### config.mk
export PLATFORM = sky130hd
export DESIGN_NAME = fifo_wr_ctrl
export DESIGN_NICKNAME = d
export VERILOG_FILES = /design/src/rtl/fifo_pkg.sv /design/src/rtl/fifo_wr_ctrl_sync_ff.sv /design/src/rtl/fifo_wr_ctrl.sv
export SDC_FILE = /design/constraint.sdc
export NUM_CORES = 1
export LEC_CHECK = 0
export CORE_MARGIN = 4
export CORE_UTILIZATION = 25
export CTS_BUF_LIST = sky130_fd_sc_hd__clkbuf_4 sky130_fd_sc_hd__clkbuf_8
export DETAILED_ROUTE_END_ITERATION = 16
export MAX_ROUTING_LAYER = met4
export PLACE_DENSITY = 0.57
export SYNTH_ARGS = -nofsm -noshare
export SYNTH_HDL_FRONTEND = slang
export SYNTH_SLANG_ARGS = --single-unit
### constraint.sdc
create_clock -name wclk -period 6.74 [get_ports wclk]
set_clock_uncertainty 0.05 [all_clocks]
set_input_delay 1.011 -clock wclk [delete_from_list [all_inputs] [get_ports wclk]]
set_output_delay 1.011 -clock wclk [all_outputs]
set_load 0.1 [all_outputs]
### src/rtl/fifo_pkg.sv
// ---------------------------------------------------------------------------
// fifo_pkg
// Shared helpers for the async FIFO write-side and read-side controllers.
//   depth_of(ptrwidth) : number of RAM entries for a given address width
//   bin2gray(b)        : binary -> reflected Gray code
//   gray2bin(g)        : reflected Gray code -> binary, every bit down to bit 0
// The conversions work on 32-bit vectors. Callers zero-extend their
// (PTRWIDTH+1)-bit pointer and size-cast the result back, so one pair of
// functions serves any pointer width up to 32 bits.
// ---------------------------------------------------------------------------
package fifo_pkg;

    localparam int MAX_PTR_W = 32;

    function automatic int depth_of(input int ptrwidth);
        return 1 << ptrwidth;
    endfunction

    function automatic logic [MAX_PTR_W-1:0] bin2gray(input logic [MAX_PTR_W-1:0] b);
        return b ^ (b >> 1);
    endfunction

    // Zero-extended upper bits fold in as zeros, so the result is exact for
    // any narrower pointer.
    function automatic logic [MAX_PTR_W-1:0] gray2bin(input logic [MAX_PTR_W-1:0] g);
        logic [MAX_PTR_W-1:0] b;
        b[MAX_PTR_W-1] = g[MAX_PTR_W-1];
        for (int i = MAX_PTR_W - 2; i >= 0; i--) begin
            b[i] = b[i+1] ^ g[i];
        end
        return b;
    endfunction

endpackage

### src/rtl/fifo_wr_ctrl_sync_ff.sv
// ---------------------------------------------------------------------------
// sync_ff
// STAGES-deep, WIDTH-wide flop chain used to bring a Gray pointer from the
// other clock domain into clk. All stages clear on synchronous reset.
// Ports:
//   clk    in   1       destination clock
//   reset  in   1       synchronous, active-high reset
//   d_i    in   WIDTH   asynchronous input
//   q_o    out  WIDTH   last stage of the chain
// ---------------------------------------------------------------------------
module sync_ff #(
    parameter int WIDTH  = 5,
    parameter int STAGES = 2
) (
    input  logic             clk,
    input  logic             reset,
    input  logic [WIDTH-1:0] d_i,
    output logic [WIDTH-1:0] q_o
);

    logic [WIDTH-1:0] stage_q [STAGES];

    always_ff @(posedge clk) begin
        if (reset) begin
            for (int i = 0; i < STAGES; i++) begin
                stage_q[i] <= '0;
            end
        end else begin
            stage_q[0] <= d_i;
            for (int i = 1; i < STAGES; i++) begin
                stage_q[i] <= stage_q[i-1];
            end
        end
    end

    assign q_o = stage_q[STAGES-1];

endmodule

### src/rtl/fifo_wr_ctrl.sv
// ---------------------------------------------------------------------------
// fifo_wr_ctrl
// Write-side controller of the async FIFO, wclk domain. Drives the RAM write
// port, publishes a registered Gray write pointer to the read domain, brings
// the read pointer across with a SYNC_STAGES-deep synchroniser, and keeps
// registered full / almost_full / occupancy flags.
//
// Optional feature: define FIFO_WR_OVERFLOW_EN to build the sticky overflow
// flag. Without it overflow is tied 0 and ovf_clr is ignored.
//
// Parameters:
//   PTRWIDTH     address bits, DEPTH = 2**PTRWIDTH
//   SYNC_STAGES  read-pointer synchroniser depth (2..4)
//   AF_THRESH    almost_full threshold on wr_count (1..DEPTH)
// Ports:
//   wclk         in   1            write clock
//   reset        in   1            synchronous, active-high reset
//   push         in   1            write request
//   wr_en        out  1            RAM write enable (combinational)
//   waddr        out  PTRWIDTH     RAM write address
//   wrptr_gray   out  PTRWIDTH+1   registered Gray write pointer
//   rdptr_gray   in   PTRWIDTH+1   Gray read pointer from the read domain
//   full         out  1            registered full flag
//   almost_full  out  1            registered wr_count >= AF_THRESH
//   wr_count     out  PTRWIDTH+1   registered occupancy, 0..DEPTH
//   ovf_clr      in   1            clears the overflow flag
//   overflow     out  1            sticky push-while-full flag
// ---------------------------------------------------------------------------
module fifo_wr_ctrl
    import fifo_pkg::*;
#(
    parameter int PTRWIDTH    = 4,
    parameter int SYNC_STAGES = 2,
    parameter int AF_THRESH   = 12
) (
    input  logic                wclk,
    input  logic                reset,
    input  logic                push,
    output logic                wr_en,
    output logic [PTRWIDTH-1:0] waddr,
    output logic [PTRWIDTH:0]   wrptr_gray,
    input  logic [PTRWIDTH:0]   rdptr_gray,
    output logic                full,
    output logic                almost_full,
    output logic [PTRWIDTH:0]   wr_count,
    input  logic                ovf_clr,
    output logic                overflow
);

    localparam int              PW      = PTRWIDTH + 1;
    localparam logic [PTRWIDTH:0] DEPTH_C = PW'(depth_of(PTRWIDTH));
    localparam logic [PTRWIDTH:0] AF_C    = PW'(AF_THRESH);

    logic [PTRWIDTH:0] wrptr_bin_q,  wrptr_bin_d;
    logic [PTRWIDTH:0] wrptr_gray_q, wrptr_gray_d;
    logic [PTRWIDTH:0] wr_count_q,   wr_count_d;
    logic              full_q,       full_d;
    logic              af_q,         af_d;
    logic [PTRWIDTH:0] rd_gray_sync;
    logic [PTRWIDTH:0] rd_bin;
    logic              wr_en_c;

    sync_ff #(
        .WIDTH  (PW),
        .STAGES (SYNC_STAGES)
    ) u_rdptr_sync (
        .clk    (wclk),
        .reset  (reset),
        .d_i    (rdptr_gray),
        .q_o    (rd_gray_sync)
    );

    // Flags are computed from the post-write pointer against the currently
    // synchronised read pointer; the read pointer is always stale, so full
    // errs on the safe side.
    always_comb begin
        wr_en_c      = push & ~full_q & ~reset;
        wrptr_bin_d  = wrptr_bin_q + {{PTRWIDTH{1'b0}}, wr_en_c};
        wrptr_gray_d = PW'(bin2gray(32'(wrptr_bin_d)));
        rd_bin       = PW'(gray2bin(32'(rd_gray_sync)));
        wr_count_d   = wrptr_bin_d - rd_bin;
        full_d       = (wr_count_d == DEPTH_C);
        af_d         = (wr_count_d >= AF_C);
    end

    always_ff @(posedge wclk) begin
        if (reset) begin
            wrptr_bin_q  <= '0;
            wrptr_gray_q <= '0;
            wr_count_q   <= '0;
            full_q       <= 1'b0;
            af_q         <= 1'b0;
        end else begin
            wrptr_bin_q  <= wrptr_bin_d;
            wrptr_gray_q <= wrptr_gray_d;
            wr_count_q   <= wr_count_d;
            full_q       <= full_d;
            af_q         <= af_d;
        end
    end

`ifdef FIFO_WR_OVERFLOW_EN
    logic ovf_q;

    // A new overflow in the same cycle as a clear keeps the flag set.
    always_ff @(posedge wclk) begin
        if (reset) begin
            ovf_q <= 1'b0;
        end else if (push & full_q) begin
            ovf_q <= 1'b1;
        end else if (ovf_clr) begin
            ovf_q <= 1'b0;
        end
    end

    assign overflow = ovf_q;
`else
    logic unused_ovf_clr;
    assign unused_ovf_clr = ovf_clr;
    assign overflow       = 1'b0;
`endif

    assign wr_en       = wr_en_c;
    assign waddr       = wrptr_bin_q[PTRWIDTH-1:0];
    assign wrptr_gray  = wrptr_gray_q;
    assign full        = full_q;
    assign almost_full = af_q;
    assign wr_count    = wr_count_q;

endmodule

; Word-level counts from Yosys, hierarchy flattened
; Memory sizes are Yosys's and may differ from the RTL's.
; Cells that the tools add are included.
[totals]
mem_count = 1
out_inout_bits = 18
ram_bits = 10
reg_bits = 17
elab_cells = 26
in_bits = 9
[op_classes]
n_mux = 5
add_sub_neg = 2
n_eq_ne = 1
n_lt_le_gt_ge = 1
bitwise_logic = 11
[mem_list]
columns = memory, words, width, rd, rd_clocked_by_memory_dff, write_ports, line
row1 = u_rdptr_sync.stage_q, 2, 5, 2, 0, 2, fifo_wr_ctrl_sync_ff.sv:21  ; logic [WIDTH-1:0] stage_q [STAGES];
[ops]
columns = operator, n
row1 = 5-bit two-way mux, 2
row2 = 5-bit by 1-bit adder with 5-bit output, 1
row3 = 5-bit == test (second input constant), 1
row4 = 5-bit by 4-bit >= comparator with 1-bit output (second input constant), 1
row5 = 5-bit subtractor, 1
row6 = 5-bit by 4-bit XOR with 5-bit output, 1
row7 = 1-bit XOR, 4
row8 = 1-bit two-way mux, 3
row9 = 1-bit bitwise AND, 2
row10 = 1-bit inverter, 2
row11 = 1-bit OR, 2

; Depth between registers and ports, before layout
; An unclocked memory read counts as a cell.
[depth]
depth_word = 7
mapped_depth = 10
mapped_depth_nobuf = 9

; Modules after synthesis
; From an unflattened synthesis, not the netlist that was laid out.
[hier_totals]
hier_cells = 109
hier_area_um2 = 1119.8
[by_module_without_submodules]
columns = mod, cells_each, area_per_inst_um2, n_inst, seq_area_each_um2
row1 = fifo_wr_ctrl, 84, 819.5, 1, 320.3
row2 = sync_ff, 25, 300.3, 1, 200.2

; Worst setup path after synthesis
; OpenSTA, ideal clock, no wires.
[synth_timing]
kind = input to register
start = in reset
end = reg full_q, in the netlist full
t_arrival_ns = 5.600
slack_ns = 0.986
path_stages = 10
required_time_ns = 6.587
setup_ns = 0.103
path_buffers = 2
cell_sequence = clkbuf_1 > nor3b_1 > ha_1 > ha_1 > clkbuf_1 > xor2_1 > ha_1 > o311ai_1 > nand4b_1 > a2111oi_2
[synth_via]
elab_chain_cells = 5
[synth_lines]
columns = item, line
row1 = from (decl), fifo_wr_ctrl.sv:37  ; input logic reset,
row2 = 1-bit inverter, fifo_wr_ctrl.sv:77  ; wr_en_c = push & ~full_q & ~reset;
row3 = 1-bit bitwise AND, fifo_wr_ctrl.sv:77
row4 = via wr_en, fifo_wr_ctrl.sv:39  ; output logic wr_en,
row5 = 5-bit by 1-bit adder with 5-bit output, fifo_wr_ctrl.sv:78  ; wrptr_bin_d = wrptr_bin_q + {{PTRWIDTH{1'b0}}, wr_en_c};
row6 = via wrptr_bin_d[1], fifo_wr_ctrl.sv:54  ; logic [PTRWIDTH:0] wrptr_bin_q, wrptr_bin_d;
row7 = 5-bit subtractor, fifo_wr_ctrl.sv:81  ; wr_count_d = wrptr_bin_d - rd_bin;
row8 = 5-bit == test, fifo_wr_ctrl.sv:82  ; full_d = (wr_count_d == DEPTH_C);
row9 = to (signal assigned), fifo_wr_ctrl.sv:97  ; full_q <= full_d;
row10 = to (decl), fifo_wr_ctrl.sv:57  ; logic full_q, full_d;
; The timed path passes the listed nets, and every way through them passes these cells.
; A chain may end at the register's enable or synchronous reset.

; Worst setup path in the final report
[layout_timing]
start = in reset
end = out wr_en
[layout_via]
elab_chain_cells = 2
[layout_lines]
columns = item, line
row1 = 1-bit inverter, fifo_wr_ctrl.sv:77
row2 = 1-bit bitwise AND, fifo_wr_ctrl.sv:77
row3 = to (decl), fifo_wr_ctrl.sv:39
; No other way between the ends.

==> results by group <==
Worst setup path
  • R2R cell count: 9
  • Reg2Reg Launch Point: u_rdptr_sync.stage_q[0][9]
  • Crit Path Class: input pin to primary output
  • Kind of start point of the critical path: input pin
  • CP peak stage delay: 1.20 ns
  • Crit-path slowest cell: clkdlybuf4s50_1
  • CP Capture Type: primary output
  • Reg-to-reg setup timing slack: roughly 3.9 ns
  • RR Endpoint: full
  • CP max FO: 27
  • Most common cell on crit path: clkdlybuf4s50_1
  • Data arrival, critical path: 3.56 ns
  • Cell Chain, Critical Path: clkdlybuf4s50_1 -> nor3b_1 -> clkdlybuf4s50_1
  • WP data required: approximately 5.7 ns

Placed design
  • Placed insts: 175
  • HPWL Detailed: ~1300 um
  • Placer Congestion: 0.814
  • Place WS: between 2 and 2.5 ns
  • Port bufs: 24

Cells and area
  • Final std cells w/o fill: 178
  • Most common cell after layout, fill and taps aside: dfxtp_1
  • Leading cell types in the layout, fill and taps excluded: 26 x dfxtp_1, 24 x clkdlybuf4s50_1, 13 x nor2_1
  • Nets@finish: 144
  • P&R area growth vs syn: 30.0%
  • Antenna Cells: 0
  • Share of layout cells above drive strength 1: 0.0469

Power
  • Static Leakage: about 0.55 nW
  • Maximum vdd drop: 92.1 uV
  • Power per cell area: ~290 nW/um^2

Synthesis
  • Seq/Total Area, Yosys: 0.479
  • Post-Syn Area: roughly 1100 um^2
  • Mapped Cells: 105
  • Post-Syn Area per Cell: about 10 um^2
  • Ys Warns: 0
  • Netlist cell types: 29
  • Yosys reg bits: 26
  • Post-Syn Nets: 119

Floorplan
  • Die Height: 73.9 um
  • Total die area: 5460 um^2
  • Chip width: 73.9 um
  • # rows: 23
  • Top Ports: 27
  • Area of the core: 4090 um^2
  • Initial Util: 0.266

Status
  • Status: finished, final reports clean

Min path
  • End of the worst hold path: u_rdptr_sync.stage_q[0][8]
  • Type of the worst min-delay path: flip-flop to flip-flop
  • WHS Path Cells: 1
  • Hold wc startpoint: u_rdptr_sync.stage_q[0][3]

Detailed routing
  • Vias: 724
  • Iter 0 DRT Violations: 23
  • Post-Route WL: 1670 um
  • Final ANT Viol Nets: 0
  • DRC: 0
  • Wire per inst: 9.38 um
  • Drt pass-1 iters: 2
  • Via-per-instance ratio: 4.07

Global route
  • Vias in the first global route: 680
  • Largest net degree at the start of global routing: 28
  • Initial antenna violation count: 0
  • GRT Util Overall: 0.0666
  • Total grt overflow: 0
  • First-pass GRT wire length: 2780 um

STA
  • Worst-Margin Slew: between 0.9 and 1 ns
  • Fin crit share: 0.685
  • Slew Limit Fails: 0
  • Final hold viol count: 0
  • Setup ws final: 2.12 ns
  • Unrepaired setup endpoints after global routing: no
  • Setup_tns: 0 ns
  • Slew headroom: 0.351
  • Crit path time final: around 4.6 ns
  • Worst Hold Margin: 0.388 ns
  • Final setup viols: 0
  • Fmax: 217 MHz

CTS
  • Root buf cell: clkbuf_8
  • Setup bufs post-CTS: 0
  • CTS tree: done
  • Post-CTS sizing: 0
  • Clock slew at reported path FFs: 0.08 ns
  • CTS sink count: 26
  • Hold Buf Count CTS: 0
  • H-tree levels: 1
  • Total CTS buffers: 3
  • Max clock buf depth: 2
  • Clk_lat worst skew: 0.26 ns

Run
  • Max cap viols: 0
-- worst max-delay path, delay by kind of cell --
family                 cells  cell delay (ns)
buffers and inverters      2             2.06
AND/OR/NAND/NOR            1             0.48
-- cell type report --
class	instances	area, um^2
well taps	50	62.6
multi-input cells	72	536
fillers	417	2680
clock buffers	3	41.3
repair buffers	24	240
inverters	3	11.3
flip-flops and latches	26	520
-- registers in the layout, indices dropped and copies added, names as in the netlist --
| signal | cells |
|---|---|
| almost_full | 1 |
| wrptr_gray | 4 |
| wrptr_bin_q | 5 |
| u_rdptr_sync.stage_q | 10 |
| full | 1 |
| wr_count | 5 |
-- cells in the mapped netlist --
master | number | area [um^2]
xnor3_2 | 1 | 23.8
nand2_1 | 2 | 7.51
buf_4 | 1 | 7.51
nor2_1 | 13 | 48.8
o311ai_1 | 1 | 8.76
nand4b_1 | 1 | 8.76
nor3_1 | 1 | 5.00
ha_1 | 5 | 62.6
inv_1 | 3 | 11.3
o311ai_0 | 1 | 8.76
a21oi_1 | 2 | 10.0
nor2b_1 | 12 | 75.1
nand3_1 | 2 | 10.0
clkbuf_1 | 3 | 11.3
xnor2_2 | 1 | 16.3
a2111oi_2 | 1 | 15.0
conb_1 | 1 | 3.75
a31oi_1 | 1 | 6.26
o211ai_1 | 2 | 15.0
nand2b_1 | 1 | 6.26
and2_1 | 2 | 12.5
xor2_1 | 8 | 70.1
nor3b_1 | 1 | 7.51
dfxtp_1 | 26 | 521
xnor2_1 | 8 | 70.1
mux2i_1 | 1 | 10.0
a211o_1 | 1 | 8.76
nand3b_1 | 2 | 15.0
o211a_1 | 1 | 10.0
-- layer usage --
layer | GRT usage | share of wire | routed length (um) | up-vias
met5 | - | 0 | 0 | -
met4 | 0.0241 | 0.013 | 21 | 0
met3 | 0.0205 | 0.062 | 103 | 2
met2 | 0.114 | 0.47 | 788 | 16
met1 | 0.0720 | 0.45 | 756 | 314
li1 | - | - | - | 392
-- how the worst max path moves through the flow --
| stage | from | to | slack (ns) | cells past startpoint |
|---|---|---|---|---|
| 6_report | reset | wr_en | 2.12 | 3 |
| 5_1_grt | reset | wr_en | 1.97 | 3 |
| 4_1_cts | reset | wr_en | 2.08 | 3 |
| 3_5_place_dp | reset | wr_en | 2.08 | 3 |
| 3_3_place_gp | reset | wr_en | 2.13 | 3 |
| 2_1_floorplan | reset | full | 0.99 | 10 |
-- kinds of logic after synthesis --
group                    synth area share
multiplexers                      0.00922
other                             0.00345
buffers and inverters              0.0277
adder cells (fa/ha/maj)            0.0576
AO/OA/AOI/OAI                      0.0760
XOR/XNOR                            0.166
flip-flops                          0.479
AND/OR/NAND/NOR                     0.181
-- power breakdown --
group	leakage (nW)	internal [mW]	switching, mW	total [mW]
Combinational	0.317	0.0452	0.116	0.161
Clock	0.0216	0.0400	0.0430	0.0829
Sequential	0.214	0.167	0.00443	0.171
-- per-stage QoR --
step,utilization,power [mW],area (um^2)
final,0.345,0.416,1410
after global routing,0.345,0.436,1410
after CTS,0.345,0.421,1410
after detailed placement,0.335,0.338,1370
after global placement,0.335,0.337,1370
after floorplan,-,0.305,1090
No activity file was read; power rests on OpenSTA's default activity.
